<file path="config.mk">
export PLATFORM = sky130hd
export DESIGN_NAME = mux4_rr_arbiter
export DESIGN_NICKNAME = d
export VERILOG_FILES = /design/src/rtl/mux4_rr_arbiter_pkg.sv /design/src/rtl/mux4_rr_arbiter_mux4.sv /design/src/rtl/mux4_rr_arbiter.sv
export SDC_FILE = /design/constraint.sdc
export NUM_CORES = 1
export LEC_CHECK = 0
export CORE_MARGIN = 5
export CORE_UTILIZATION = 41
export DETAILED_ROUTE_END_ITERATION = 16
export GPL_TIMING_DRIVEN = 0
export PLACE_DENSITY = 0.95
export SLEW_MARGIN = 30
export SYNTH_ARGS = -nofsm -noshare
export SYNTH_HDL_FRONTEND = slang
export SYNTH_SLANG_ARGS = --single-unit
export TNS_END_PERCENT = 5
</file>
<file path="constraint.sdc">
create_clock -name clk -period 4.2 [get_ports clk]
set_input_delay 0.84 -clock clk [delete_from_list [all_inputs] [get_ports clk]]
set_output_delay 0.84 -clock clk [all_outputs]
set_load 0.005 [all_outputs]
</file>
<file path="src/rtl/mux4_rr_arbiter_pkg.sv">
// Shared constants and lock-state encoding for the 4-way round-robin arbiter.
package mux4_rr_arbiter_pkg;
    localparam int NUM_REQ = 4;
    localparam int GRANT_W = 2;
    localparam logic [GRANT_W-1:0] GRANT_RESET = 2'd3;

    typedef enum logic {
        ST_UNLOCKED = 1'b0,
        ST_LOCKED   = 1'b1
    } lock_st_e;
endpackage

</file>
<file path="src/rtl/mux4_rr_arbiter_mux4.sv">
// Plain 4:1 data multiplexer, WIDTH bits wide.
module mux4 #(
    parameter int WIDTH = 8
) (
    input  logic [1:0]       sel_i,
    input  logic [WIDTH-1:0] d0_i,
    input  logic [WIDTH-1:0] d1_i,
    input  logic [WIDTH-1:0] d2_i,
    input  logic [WIDTH-1:0] d3_i,
    output logic [WIDTH-1:0] y_o
);
    always_comb begin
        unique case (sel_i)
            2'd0:    y_o = d0_i;
            2'd1:    y_o = d1_i;
            2'd2:    y_o = d2_i;
            default: y_o = d3_i;
        endcase
    end
endmodule

</file>
<file path="src/rtl/mux4_rr_arbiter.sv">
// Round-robin arbiter of 4 valid/ready requesters into a 1-entry output buffer.
// Define MUX4_RR_ARBITER_LOCK_EN to hold the grant until a requester's last beat.
module mux4_rr_arbiter
    import mux4_rr_arbiter_pkg::*;
#(
    parameter int WIDTH = 8
) (
    input  logic               clk,
    input  logic               rst_n,
    input  logic [3:0]         req_valid,
    output logic [3:0]         req_ready,
    input  logic [3:0]         req_last,
    input  logic [WIDTH-1:0]   req_data0,
    input  logic [WIDTH-1:0]   req_data1,
    input  logic [WIDTH-1:0]   req_data2,
    input  logic [WIDTH-1:0]   req_data3,
    output logic               out_valid,
    input  logic               out_ready,
    output logic [WIDTH-1:0]   out_data,
    output logic               out_last,
    output logic [GRANT_W-1:0] grant_id
);
    logic               out_valid_q;
    logic [WIDTH-1:0]   out_data_q;
    logic               out_last_q;
    logic [GRANT_W-1:0] grant_q;
    logic               can_accept;
    logic               found;
    logic [GRANT_W-1:0] winner;
    logic               xfer;
    logic               locked;
    logic [WIDTH-1:0]   mux_data;

    // Offsets are scanned farthest-first so the nearest valid requester after last wins.
    function automatic logic [GRANT_W:0] rr_pick(input logic [3:0] valid,
                                                 input logic [GRANT_W-1:0] last);
        logic [GRANT_W:0]   r;
        logic [GRANT_W-1:0] idx;
        r = '0;
        for (int k = NUM_REQ; k >= 1; k--) begin
            idx = last + GRANT_W'(k);
            if (valid[idx]) r = {1'b1, idx};
        end
        return r;
    endfunction

    assign can_accept = !out_valid_q || out_ready;

    always_comb begin
        {found, winner} = rr_pick(req_valid, grant_q);
        if (locked) begin
            winner = grant_q;
            found  = req_valid[grant_q];
        end
    end

    assign xfer      = found && can_accept && rst_n;
    assign req_ready = xfer ? (4'(1) << winner) : 4'b0000;

`ifdef MUX4_RR_ARBITER_LOCK_EN
    lock_st_e lock_q, lock_d;

    always_ff @(posedge clk or negedge rst_n) begin
        if (!rst_n) lock_q <= ST_UNLOCKED;
        else        lock_q <= lock_d;
    end

    // While locked the winner is the lock owner, so one rule covers both transitions.
    always_comb begin
        lock_d = lock_q;
        if (xfer) lock_d = req_last[winner] ? ST_UNLOCKED : ST_LOCKED;
    end

    assign locked = (lock_q == ST_LOCKED);
`else
    assign locked = 1'b0;
`endif

    mux4 #(.WIDTH(WIDTH)) u_mux (
        .sel_i (winner),
        .d0_i  (req_data0),
        .d1_i  (req_data1),
        .d2_i  (req_data2),
        .d3_i  (req_data3),
        .y_o   (mux_data)
    );

    always_ff @(posedge clk or negedge rst_n) begin
        if (!rst_n) begin
            out_valid_q <= 1'b0;
            out_data_q  <= '0;
            out_last_q  <= 1'b0;
            grant_q     <= GRANT_RESET;
        end else if (xfer) begin
            out_valid_q <= 1'b1;
            out_data_q  <= mux_data;
            out_last_q  <= req_last[winner];
            grant_q     <= winner;
        end else if (out_ready) begin
            out_valid_q <= 1'b0;
        end
    end

    assign out_valid = out_valid_q;
    assign out_data  = out_data_q;
    assign out_last  = out_last_q;
    assign grant_id  = grant_q;
endmodule

</file>
==> metrics.md <==
| Metric | Value |
|---|---|
| GR Overflow Total | `0` |
| Xor/xnor share of the synthesized area | `0` |
| Maxcap violations | `0` |
| Count of pins over their slew limit | `0` |
| Worst Setup SP | `rst_n` |
| First drt pass iteration count | `5` |
| Status | `finished clean` |
| Mapped Cells | `101` |
| Fraction of layout cells with a size suffix above 1 | `0.245` |
| Slowest CP cell | `clkdlybuf4s50_1` |
| Clock power frac | `0.166` |
| Int Power | `393 uW` |
| Compound-Gate Fraction of Synth Area | `0.190` |
| Multi-input gate area | `649 um2` |
| Fin Clk Skew | `0.00509 ns` |
| Critical path's most frequent cell | `clkdlybuf4s50_1` |
| Core ar. | `around 0.0024 mm2` |
| Largest area contributor in the netlist | `dfrtp_1` |
| Vias per cell | `5.36` |
| Via count | `1034` |
| Synth top area cells | `dfrtp_1, o211ai_2, mux2i_1, nand3_2, mux2_4` |
| Leakage | `0.697 nW` |
| Clk sink count | `12` |
| Predominant post-synthesis flop cell | `dfrtp_1` |
| FFs w/ async S/R, synth | `1.00` |
| Die H | `~60 um` |
| Yosys warnings | `0` |
| Mux cell area share after synthesis | `0.201` |
| Register area | `303 um2` |
| Crit-path cells | `clkdlybuf4s50_1 -> o41a_1 -> and2_4 -> buf_6 -> nand2_1 -> nor2b_1 -> clkdlybuf4s50_1` |
| Part of the cycle the worst path needs | `0.956` |
| Clock Tree Buf Depth | `2` |
| Gate power share | `0.532` |
| Clock tree root buffer cell | `clkbuf_4` |
| Post-Syn Area | `0.00102 mm2` |
| Number of synthesized flops with an enable pin | `0` |
| Reg clk slew, reported paths | `0.09 ns` |
| Pwr Total | `a little under 600 uW` |
| Setup ws final | `0.184 ns` |
| Io pins | `59` |
| Mean Syn Cell Area | `approximately 10 um2` |
| Wire length per cell | `between 15 and 20 um` |
| Setup Buffers After CTS | `0` |
| Dpl hpwl | `2640 um` |
| # diodes | `0` |
| I/O Buffers | `58` |
| Max FO, Critical Path | `13` |
| # fillers | `177` |
| Maximum clock frequency | `249 MHz` |
| Reg2reg start | `grant_id[1]` |
| PwrDens | `353 mW/mm2` |
| DIE AREA | `0.00360 mm2` |
| Area growth from synthesis to layout | `63.9%` |
| Worst Hold Launch | `grant_id[0]` |
| Post-Synth Simple-Gate Area | `0.242` |
| Critical Path RT | `3.36 ns` |
| CTS buffer count | `3` |
| Largest family of logic cells by synthesized area | `simple AND/OR/NAND/NOR gates` |
| CP endpoint kind | `primary output` |
| Clock period minus worst slack | `approximately 4.0 ns` |
| Crit start category | `input pin` |
| Max incr delay on CP | `between 0.8 and 0.9 ns` |
| Synth unique cells | `27` |
| Synthesized-area fraction occupied by adder cells | `0` |
| Post-synth top cells | `nand2_1, dfrtp_1, mux2i_1` |
| Placer Congestion | `just under 0.8` |
| Final Non-Filler Cells | `193` |
| Post-synth top area share | `0.244` |
| RSZ-0062 raised after global routing | `no` |
| Post_cts resized | `0` |
| Place WS | `0.213 ns` |
| Depth of the CTS H-tree | `1` |
| Worst Path Arrival | `3.18 ns` |
| DRT iter0 DRCs | `68` |
| Clk_lat worst skew | `0.29 ns` |
| Final Setup Violations | `0` |
| Pin count of the biggest net entering global routing | `14` |
| Hold Vio Cnt, Final | `0` |
| Post-route DRC | `0` |
| Worst hold-check slack | `0.500 ns` |
| CTS tree | `done` |
| FF+latch count, synth | `12` |
| Register area share after synthesis | `0.295` |
| Cts hold-fix bufs | `0` |
| Worst min path class | `reg -> reg` |
| Starting density of the core | `0.421` |
| Switch Pwr | `199 uW` |
| Placed Instances | `189` |
| GRT Total Usage | `0.202` |
| Post-DRT Antenna Nets | `0` |
| Antenna violations before repair | `0` |
| Die X | `60.0 um` |
| Sw Share | `0.336` |
| FP Rows | `18` |
| Max VDD drop | `0.222 mV` |
| First-pass GRT wire length | `5310 um` |
| Setup TNS | `0 ns` |
| Cell with the most instances after synthesis | `nand2_1` |
| Vias in the first global route | `1078` |
| WL final | `3410 um` |
| Tightest Pin Transition | `0.656 ns` |
| Share of power burned in registers | `0.302` |
| Crit Path Class | `in -> out` |
| Synthesized Nets | `144` |
| Final net count | `207` |
| Worst relative slew slack | `0.561` |
-- sequential cells by signal (all words and copies together), names as in the netlist --
signal	flops
out_last	1
grant_id	2
out_valid	1
out_data	8
-- final timing paths --
check	to	slack (ns)	depth (start not counted)
max	req_ready[3]	0.18	7
min	grant_id[0]	0.50	2
max reg2reg	out_data[6]	2.32	6
min reg2reg	grant_id[0]	0.50	2
max in group asynchronous	out_last	2.83	1
min in group asynchronous	out_data[0]	0.95	1
-- metal layers --
layer	global-route usage	vias up	wire, um
li1	-	490	-
met1	0.239	487	1300
met2	0.356	47	1760
met3	0.0346	10	277
met4	0.0823	0	70
met5	0	-	0
-- power groups by stage --
stage / combinational (mW) / clock (mW) / sequential [mW]
5_1_grt: 0.336 / 0.105 / 0.185
4_1_cts: 0.317 / 0.0978 / 0.179
6_report: 0.315 / 0.0981 / 0.179
3_3_place_gp: 0.304 / 0 / 0.179
3_5_place_dp: 0.314 / 0 / 0.181
2_1_floorplan: 0.160 / 0 / 0.181
-- layout make-up --
type	instances	area share
multi-input cells	79	0.387
repair buffers	58	0.346
flip-flops and latches	12	0.180
plain buffers	6	0.0343
well taps	30	0.0224
clock buffers	4	0.0216
inverters	4	0.00894
-- logic make-up after synthesis --
kind of cell / Yosys count
AND/OR/NAND/NOR: 43
AO/OA/AOI/OAI: 18
flip-flops: 12
multiplexers: 18
buffers and inverters: 10
-- cells in the final DEF (no fill, tap or decap), drive strengths merged --
master	n
a211o	1
a211oi	1
a21o	3
a31oi	1
and2	1
buf	6
clkbuf	4
clkdlybuf4s50	58
dfrtp	10
dfstp	2
inv	4
mux2	9
mux2i	9
nand2	15
nand2b	4
nand3	16
nand3b	1
nor2	3
nor2b	3
o211ai	8
o21ai	1
o221a	1
o22ai	1
o41a	1
-- worst max-delay path, delay by kind of cell --
family                 cells  cell delay, ns
AND/OR/NAND/NOR            3            0.47
AO/OA/AOI/OAI              1            0.33
buffers and inverters      3            1.53
-- metrics by stage --
step | utilization | area [um2]
global placement | 0.675 | 1640
detailed placement | 0.675 | 1640
CTS | 0.690 | 1680
finish | 0.690 | 1680
global route | 0.690 | 1680
floorplan | - | 1020
No activity file was read; power rests on OpenSTA's default activity.
